## config.mk

```make
export PLATFORM = sky130hd
export DESIGN_NAME = ag32gbd_frame_scanner_flat
export DESIGN_NICKNAME = d
export VERILOG_FILES = /design/src/rtl/ag32gbd_frame_scanner_if.sv /design/src/rtl/ag32gbd_frame_scanner.sv /design/src/flat_wrapper.sv
export SDC_FILE = /design/constraint.sdc
export NUM_CORES = 1
export LEC_CHECK = 0
export ABC_CLOCK_PERIOD_IN_PS = 2300
export CORE_ASPECT_RATIO = 0.9
export CORE_UTILIZATION = 55
export CTS_CLUSTER_SIZE = 10
export DETAILED_ROUTE_END_ITERATION = 8
export PLACE_DENSITY_LB_ADDON = 0.25
export RECOVER_POWER = 100
export SLEW_MARGIN = 20
export SYNTH_ARGS = -nofsm -noshare
export SYNTH_HDL_FRONTEND = slang
export SYNTH_SLANG_ARGS = --single-unit
```

## constraint.sdc

```tcl
create_clock -name sys_clock -period 2.3 [get_ports sys_clock]
set_input_delay 0.23 -clock sys_clock [delete_from_list [all_inputs] [get_ports sys_clock]]
set_output_delay 0.23 -clock sys_clock [all_outputs]
set_load 0.05 [all_outputs]
```

## src/rtl/ag32gbd_frame_scanner_if.sv

```systemverilog
// Signal bundle between the frame scanner, its controller, the pixel sampler
// and the frame buffer. master = scanner side, slave = environment side.
interface ag32gbd_frame_scanner_if;
  logic        FrameStart;
  logic        FrameAbort;
  logic        FrameBusy;
  logic        FrameDone;
  logic        SampleStart;
  logic [6:0]  PixelX;
  logic [6:0]  PixelY;
  logic        SampleDone;
  logic [1:0]  SampledValue;
  logic        FbWrite;
  logic [11:0] FbAddr;
  logic [7:0]  FbData;
  logic [7:0]  TimeoutCount;

  modport master (
    input  FrameStart, FrameAbort, SampleDone, SampledValue,
    output FrameBusy, FrameDone, SampleStart, PixelX, PixelY,
           FbWrite, FbAddr, FbData, TimeoutCount
  );

  modport slave (
    output FrameStart, FrameAbort, SampleDone, SampledValue,
    input  FrameBusy, FrameDone, SampleStart, PixelX, PixelY,
           FbWrite, FbAddr, FbData, TimeoutCount
  );
endinterface

```

## src/rtl/ag32gbd_frame_scanner.sv

```systemverilog
// Raster-scans a 128x112 2-bit image through a pixel sampler handshake and
// writes it as tiled bit-planes (two bytes per 8-pixel row slice).
module ag32gbd_frame_scanner #(
  parameter int TIMEOUT_CYCLES = 1023
) (
  input logic                     sys_clock,
  input logic                     sys_reset,
  ag32gbd_frame_scanner_if.master bus
);
  localparam int TMO_W = (TIMEOUT_CYCLES < 2) ? 1 : $clog2(TIMEOUT_CYCLES);
  localparam logic [TMO_W-1:0] TMO_LAST = TMO_W'(TIMEOUT_CYCLES - 1);

  localparam logic [2:0] S_IDLE         = 3'd0;
  localparam logic [2:0] S_START        = 3'd1;
  localparam logic [2:0] S_WAIT_DONE    = 3'd2;
  localparam logic [2:0] S_WAIT_RELEASE = 3'd3;
  localparam logic [2:0] S_WRITE_LO     = 3'd4;
  localparam logic [2:0] S_WRITE_HI     = 3'd5;
  localparam logic [2:0] S_NEXT         = 3'd6;

  // Tiles of 8x8 pixels, 16 bytes each: row-in-tile pairs, plane in bit 0.
  function automatic logic [11:0] fb_addr(input logic [6:0] x, input logic [6:0] y,
                                          input logic plane);
    return {y[6:3], x[6:3], y[2:0], plane};
  endfunction

  function automatic logic [7:0] sat_inc(input logic [7:0] v);
    return (v == 8'hFF) ? v : v + 8'd1;
  endfunction

  logic [2:0]       state_r;
  logic [6:0]       x_r, y_r;
  logic [7:0]       plane0_r, plane1_r;
  logic [TMO_W-1:0] tmo_r;
  logic             ss_phase_r;
  logic [7:0]       timeouts_r;
  logic             start_prev_r, done_prev_r;
  logic             busy_r, done_r, sample_start_r, fb_write_r;
  logic [11:0]      fb_addr_r;
  logic [7:0]       fb_data_r;
  logic             start_rise_s, done_rise_s, tmo_hit_s;

  assign start_rise_s = bus.FrameStart & ~start_prev_r;
  assign done_rise_s  = bus.SampleDone & ~done_prev_r;
  assign tmo_hit_s    = (tmo_r == TMO_LAST);

  // Scan sequencer: state, pixel position, plane shifters and all outputs.
  always_ff @(posedge sys_clock) begin
    // Edge history keeps tracking through reset so a level held across
    // reset release is not mistaken for a fresh edge.
    start_prev_r <= bus.FrameStart;
    done_prev_r  <= bus.SampleDone;
    if (sys_reset) begin
      state_r        <= S_IDLE;
      x_r            <= 7'd0;
      y_r            <= 7'd0;
      plane0_r       <= 8'd0;
      plane1_r       <= 8'd0;
      tmo_r          <= '0;
      ss_phase_r     <= 1'b0;
      timeouts_r     <= 8'd0;
      busy_r         <= 1'b0;
      done_r         <= 1'b0;
      sample_start_r <= 1'b0;
      fb_write_r     <= 1'b0;
      fb_addr_r      <= 12'd0;
      fb_data_r      <= 8'd0;
    end else begin
      done_r <= 1'b0;
      if ((state_r != S_IDLE) && bus.FrameAbort) begin
        state_r        <= S_IDLE;
        busy_r         <= 1'b0;
        sample_start_r <= 1'b0;
        fb_write_r     <= 1'b0;
      end else begin
        case (state_r)
          S_IDLE: begin
            if (start_rise_s) begin
              x_r            <= 7'd0;
              y_r            <= 7'd0;
              plane0_r       <= 8'd0;
              plane1_r       <= 8'd0;
              timeouts_r     <= 8'd0;
              busy_r         <= 1'b1;
              sample_start_r <= 1'b1;
              ss_phase_r     <= 1'b0;
              state_r        <= S_START;
            end
          end
          S_START: begin
            if (ss_phase_r) begin
              sample_start_r <= 1'b0;
              tmo_r          <= '0;
              state_r        <= S_WAIT_DONE;
            end else begin
              ss_phase_r <= 1'b1;
            end
          end
          S_WAIT_DONE: begin
            if (done_rise_s) begin
              plane0_r <= {plane0_r[6:0], bus.SampledValue[0]};
              plane1_r <= {plane1_r[6:0], bus.SampledValue[1]};
              tmo_r    <= '0;
              state_r  <= S_WAIT_RELEASE;
            end else if (tmo_hit_s) begin
              plane0_r   <= {plane0_r[6:0], 1'b0};
              plane1_r   <= {plane1_r[6:0], 1'b0};
              timeouts_r <= sat_inc(timeouts_r);
              tmo_r      <= '0;
              state_r    <= S_WAIT_RELEASE;
            end else begin
              tmo_r <= tmo_r + TMO_W'(1);
            end
          end
          S_WAIT_RELEASE: begin
            if (bus.SampleDone && !tmo_hit_s) begin
              tmo_r <= tmo_r + TMO_W'(1);
            end else begin
              if (bus.SampleDone) timeouts_r <= sat_inc(timeouts_r);
              if (x_r[2:0] == 3'd7) begin
                fb_write_r <= 1'b1;
                fb_addr_r  <= fb_addr(x_r, y_r, 1'b0);
                fb_data_r  <= plane0_r;
                state_r    <= S_WRITE_LO;
              end else begin
                state_r <= S_NEXT;
              end
            end
          end
          S_WRITE_LO: begin
            fb_addr_r <= fb_addr(x_r, y_r, 1'b1);
            fb_data_r <= plane1_r;
            state_r   <= S_WRITE_HI;
          end
          S_WRITE_HI: begin
            fb_write_r <= 1'b0;
            state_r    <= S_NEXT;
          end
          S_NEXT: begin
            if ((x_r != 7'd127) || (y_r != 7'd111)) begin
              if (x_r != 7'd127) begin
                x_r <= x_r + 7'd1;
              end else begin
                x_r <= 7'd0;
                y_r <= y_r + 7'd1;
              end
              sample_start_r <= 1'b1;
              ss_phase_r     <= 1'b0;
              state_r        <= S_START;
            end else begin
              done_r  <= 1'b1;
              busy_r  <= 1'b0;
              state_r <= S_IDLE;
            end
          end
          default: state_r <= S_IDLE;
        endcase
      end
    end
  end

  assign bus.FrameBusy    = busy_r;
  assign bus.FrameDone    = done_r;
  assign bus.SampleStart  = sample_start_r;
  assign bus.PixelX       = x_r;
  assign bus.PixelY       = y_r;
  assign bus.FbWrite      = fb_write_r;
  assign bus.FbAddr       = fb_addr_r;
  assign bus.FbData       = fb_data_r;
  assign bus.TimeoutCount = timeouts_r;
endmodule
```

## src/flat_wrapper.sv

```systemverilog
// flat-port wrapper written by rule: the top's interface ports become plain ports
module ag32gbd_frame_scanner_flat 
#(
  parameter int TIMEOUT_CYCLES = 1023
)
  (sys_clock, sys_reset, bus_FrameStart, bus_FrameAbort, bus_SampleDone, bus_SampledValue, bus_FrameBusy, bus_FrameDone, bus_SampleStart, bus_PixelX, bus_PixelY, bus_FbWrite, bus_FbAddr, bus_FbData, bus_TimeoutCount);
  ag32gbd_frame_scanner_if bus_i ();
  input logic sys_clock;
  input logic sys_reset;
  input wire logic [$bits(bus_i.FrameStart)-1:0] bus_FrameStart;
  input wire logic [$bits(bus_i.FrameAbort)-1:0] bus_FrameAbort;
  input wire logic [$bits(bus_i.SampleDone)-1:0] bus_SampleDone;
  input wire logic [$bits(bus_i.SampledValue)-1:0] bus_SampledValue;
  output wire logic [$bits(bus_i.FrameBusy)-1:0] bus_FrameBusy;
  output wire logic [$bits(bus_i.FrameDone)-1:0] bus_FrameDone;
  output wire logic [$bits(bus_i.SampleStart)-1:0] bus_SampleStart;
  output wire logic [$bits(bus_i.PixelX)-1:0] bus_PixelX;
  output wire logic [$bits(bus_i.PixelY)-1:0] bus_PixelY;
  output wire logic [$bits(bus_i.FbWrite)-1:0] bus_FbWrite;
  output wire logic [$bits(bus_i.FbAddr)-1:0] bus_FbAddr;
  output wire logic [$bits(bus_i.FbData)-1:0] bus_FbData;
  output wire logic [$bits(bus_i.TimeoutCount)-1:0] bus_TimeoutCount;
  assign bus_i.FrameStart = bus_FrameStart;
  assign bus_i.FrameAbort = bus_FrameAbort;
  assign bus_i.SampleDone = bus_SampleDone;
  assign bus_i.SampledValue = bus_SampledValue;
  assign bus_FrameBusy = bus_i.FrameBusy;
  assign bus_FrameDone = bus_i.FrameDone;
  assign bus_SampleStart = bus_i.SampleStart;
  assign bus_PixelX = bus_i.PixelX;
  assign bus_PixelY = bus_i.PixelY;
  assign bus_FbWrite = bus_i.FbWrite;
  assign bus_FbAddr = bus_i.FbAddr;
  assign bus_FbData = bus_i.FbData;
  assign bus_TimeoutCount = bus_i.TimeoutCount;
  ag32gbd_frame_scanner #(.TIMEOUT_CYCLES(TIMEOUT_CYCLES)) u_core (.sys_clock(sys_clock), .sys_reset(sys_reset), .bus(bus_i));
endmodule
```

# Word-level counts from Yosys, hierarchy flattened
# Cells that the tools add are included.
# word_totals
register_bits	78
inputBits	7
out_inout_bits	46
elab_cells	127
# classes
n_addsub	4
n_eq_ne	23
muxes	52
n_bitwise	6
reduce_logical	26
# ops
cell	count
$mux 8	12
$pmux 8 s2	3
$mux 10	4
$mux 7	5
$pmux 10 s3	1
$pmux 7 s2	2
$reduce_and 4->1	7
$mux 12	2
$pmux 12 s2	1
$pmux 8 s3	1
$pmux 3 s7	1
$mux 3	5
$add 7x1->7 const B	2
$ne 7x7->1 const B	2
$eq 3x3->1 const B	4
$ne 2x1->1 const B	6
$reduce_bool 3->1	4
$add 10x1->10 const B	1
$eq 10x10->1 const B	1
$mux 1	10
$ne 2x2->1 const B	5
$add 8x1->8 const B	1
$eq 8x8->1 const B	1
$reduce_bool 2->1	4
17 further kinds	26

# Longest topological paths before layout
# logic_depth
depth_word	5
ltp_mapped	10
ltp_nobuf	7

# Worst setup path before layout
# OpenSTA, ideal clock, no wires.
# synth_timing
kind	reg-to-reg
from	reg u_core.x_r[0] (netlist: u_core.bus.PixelX[0])
to	reg u_core.y_r[2] (netlist: u_core.bus.PixelY[2])
setup_time_ns	0.070
arrival_time_ns	2.236
required_time_ns	2.230
slack_ns	-0.007
path_stages_with_launch	8
path_buffers	1
period_less_slack_ns	2.307
path_cell_list	dfxtp_1 ha_1 nand3_1 nor2_1 a21oi_1 clkbuf_1 or4_1 a21oi_1
# synth_between
elab_chain_cells	4
word_cells_on_any_way	5
cone_classes	eq/ne (3); reduce/logical (2)
# synth_lines
element	line_no	source
from (decl)	ag32gbd_frame_scanner.sv:32	logic [6:0] x_r, y_r;
from (signal assigned)	ag32gbd_frame_scanner.sv:142	x_r <= x_r + 7'd1;
$ne 7x7->1 *	ag32gbd_frame_scanner.sv:140, ag32gbd_frame_scanner.sv:141	
$logic_or 1x1->1	ag32gbd_frame_scanner.sv:140	if ((x_r != 7'd127) || (y_r != 7'd111)) begin
$ne 2x1->1 (no source line)	--	
$reduce_and 5->1 (no source line) *	--	
to (signal assigned)	ag32gbd_frame_scanner.sv:145	y_r <= y_r + 7'd1;
to (decl)	ag32gbd_frame_scanner.sv:32	
# Every way passes the cells marked *; elsewhere a longest branch is shown, timed or not.
# A chain may end at the register's enable or synchronous reset.

# Worst setup path after layout
# layout_timing
from	reg u_core.state_r[0]
to	reg u_core.tmo_r[8]
# layout_between
elab_chain_cells	4
word_cells_on_any_way	11
cone_classes	eq/ne (5); mux (1); bitwise (1); reduce/logical (4)
# layout_lines
element	line_no	source
from (decl)	ag32gbd_frame_scanner.sv:31	logic [2:0] state_r;
from (signal assigned)	ag32gbd_frame_scanner.sv:54	state_r <= S_IDLE;
from (signal assigned)	ag32gbd_frame_scanner.sv:71	state_r <= S_IDLE;
from (signal assigned)	ag32gbd_frame_scanner.sv:87	state_r <= S_START;
branches (longest 4 deep; another with $reduce_and 4->1)	--	
to (signal assigned)	ag32gbd_frame_scanner.sv:112	tmo_r <= tmo_r + TMO_W'(1);
to (signal assigned)	ag32gbd_frame_scanner.sv:117	tmo_r <= tmo_r + TMO_W'(1);
to (decl)	ag32gbd_frame_scanner.sv:34	logic [TMO_W-1:0] tmo_r;
# Several ways; the timed one is not identified.

==> flow_metrics.tcl <==
set metrics [dict create \
    status "finished, final reports clean" \
    setup_tns_ns 0 \
    grt_pass1_vias 3309 \
    yosys_warnings 0 \
    antenna_cells 0 \
    synth_edf_count 0 \
    portBuffers 52 \
    peakVddDrop_mv 0.430 \
    route.detailed.wl_per_inst_um 15.5 \
    cp.required_ns 2.58 \
    ys_seq_area_share_pct 41.0 \
    final_cells 590 \
    tightest_slew_ns 0.519 \
    clock-root-buffer "clkbuf_8" \
    cts_tree "yes" \
    rsz0062_at_grt "true" \
    grt_use_total_pct 26.3 \
    fillers 495 \
    die_w_um 89.7 \
    drt_iter0_drc 197 \
    drc_errors 0 \
    h-tree-depth 3 \
    clkTransAtPathRegs_ns 0.08 \
    power.leakage_uw 0.00193 \
    core_um2 6620 \
    cp_max_fo 11 \
    drv_cap 0 \
    syn_inst 426 \
    path_class "reg2reg" \
    vias 3458 \
    postSynthAreaPerCell_um2 8.95 \
    relSlewSlack_pct 65.3 \
    fp.dieH_um 81.0 \
    drive_gt1_share_pct 11.6 \
    finalHoldViolations 0 \
    clockBufferDepth 2 \
    grt.overflow.total 0 \
    hp-class "in2reg" \
    rows 28 \
    finalMaxSlewViolations 0 \
    syn-num-nets 439 \
    worstSkewPairLatency_ns 0.35 \
    period_share_pct 93.7 \
    grt_max_degree 39 \
    area_growth_syn_to_layout_pct 24.8 \
    synth-main-ff-cell "dfxtp_1" \
    powerDensity_nw_per_um2 604 \
    start_util_pct 57.6 \
    syn_area_um2 3810 \
    nets 508 \
    vias_per_cell 5.86 \
    cts_buffers 9 \
    drtAntennaViolNets 0 \
    gp_congestion 0.930 \
    start_kind "register" \
    crit_path_end_kind "register" \
    dp_hpwl_um 6300 \
    synth-async-reset-ratio_pct 0 \
    drt_wl_total_um 9150 \
    clock-sinks 78 \
    io_pins 53 \
    ys_ff_latch 78 \
    drt_first_pass_iters 5 \
    max_freq_ghz 0.464 \
    setup_viol 0 \
    grt_pass1_wl_um 15500 \
    dp_cells 573 \
    fin_skew_ns 0.00574 \
    period_minus_slack_ns 2.15 \
    arrival_ns 2.43 \
    die_area_um2 7270 \
    antenna_found_initial 0 \
    synth_cell_types 59 \
]
[per-stage QoR]
step                      setup slack (ns)  hold WS [ns]  utilization [%]  cell area (µm²)  total power (µW)
final                                0.146         0.411             71.8             4750              2870
after global routing               -0.0219         0.404             71.8             4750              2980
after CTS                           0.0706         0.388             72.3             4790              2910
after detailed placement           -0.0368         0.463             68.8             4560              1730
after global placement            -0.00340         0.459             68.8             4560              1730
after floorplan                    0.00353         0.258                -             3810              1630
[flip-flops by register name (all words and copies together) (netlist names)]
register	flops
u_core.bus.FbWrite	1
u_core.plane1_r	8
u_core.tmo_r	10
u_core.bus.FbData	8
u_core.bus.SampleStart	1
u_core.start_prev_r	1
u_core.state_r	3
u_core.bus.PixelY	7
u_core.bus.PixelX	7
u_core.bus.FrameDone	1
u_core.plane0_r	8
u_core.bus.TimeoutCount	8
u_core.bus.FrameBusy	1
u_core.ss_phase_r	1
u_core.bus.FbAddr	12
u_core.done_prev_r	1
[cell usage after synthesis (3+ instances only)]
master	count	area share, %
a21oi_1	27	3.5
a31o_1	8	1.8
a31oi_1	8	1.3
and2_1	14	2.3
and3_1	5	0.82
and4_1	3	0.69
buf_2	10	1.3
clkbuf_1	14	1.4
dfxtp_1	78	41
ha_1	6	2.0
inv_1	8	0.79
mux2i_1	41	11
nand2_1	25	2.5
nand2b_1	5	0.82
nand3_1	14	1.8
nand4_1	3	0.49
nor2_1	42	4.1
nor2b_1	3	0.49
nor3_1	22	2.9
nor3b_1	3	0.59
o21ai_0	12	1.6
o31ai_1	7	1.4
or3_1	8	1.3
or4_1	11	2.2
xnor2_1	3	0.69
xor2_1	3	0.69
[layout by cell type (no fill, tap or decap), drive strengths merged, types with 3 or more instances in the layout]
cell,n
dfxtp,78
dlygate4sd3,48
nor2,42
mux2i,41
buf,29
a21oi,28
nand2,25
nor3,22
clkbuf,16
nand3,14
and2,14
o21ai,12
or4,11
inv,10
a31o,9
or3,8
a31oi,8
o31ai,7
ha,6
nand2b,5
and3,5
nand4,4
nor3b,4
xor2,3
nor2b,3
and4,3
nor4,3
xnor2,3
clkdlybuf4s50,3
[routing by layer]
metal | wire length [µm] | GRT usage [%] | up-vias
li1 | - | - | 1706
met4 | 111 | 8.52 | 0
met1 | 4190 | 33.3 | 1647
met5 | 0 | 0 | -
met3 | 467 | 7.40 | 10
met2 | 4380 | 43.8 | 95
[worst max-delay path, cell delays in order (launching register included)]
cell      delay [ns]
dfxtp_2         0.47
clkbuf_2        0.25
nand2_1         0.13
mux2i_1         0.23
o211ai_1        0.27
or4_1           0.56
a21oi_1         0.17
[worst paths after layout]
path | startpoint | slack (ns) | cells past startpoint | to
max | u_core.state_r[0]$_SDFFE_PP0P_ | 0.15 | 6 | u_core.tmo_r[8]$_SDFFE_PP0P_
min | sys_reset | 0.41 | 4 | u_core.tmo_r[3]$_SDFFE_PP0P_
max reg2reg | u_core.state_r[0]$_SDFFE_PP0P_ | 0.15 | 6 | u_core.tmo_r[8]$_SDFFE_PP0P_
min reg2reg | u_core.bus.FbData[1]$_SDFFE_PP0P_ | 0.47 | 1 | u_core.bus.FbData[1]$_SDFFE_PP0P_
[where the power goes]
part	internal [µW]	switching, µW	total (µW)
Clock	648	527	1170
Combinational	123	186	309
Sequential	1370	19.9	1390
[what timing repair did]
item                       CTS  global route
resized for setup            0             2
setup endpoints to repair    0            13
hold endpoints to repair     0             0
hold buffers                 0             0
setup buffers                0             1
[cell families (layout without fill, tap and decap cells)]
group / after synthesis / count (layout) / synth area share, %
compound gates: 87 / 87 / 16.0
xor+xnor: 6 / 6 / 1.38
fa+ha+maj: 6 / 6 / 1.97
buf+inv: 36 / 110 / 4.56
flops: 78 / 78 / 41.0
mux: 41 / 41 / 10.8
simple gates: 172 / 172 / 24.4
[area by class of cell]
type	instances	area [µm²]	share of cell area, %
Inverter	8	30.0	0.632
Tap cell	90	113	2.37
Clock inverter	6	92.6	1.95
Multi-Input combinational cell	312	2050	43.2
Clock buffer	10	138	2.89
Timing Repair Buffer	86	763	16.1
Sequential cell	78	1560	32.9
Power figures use the tool's default switching activity.
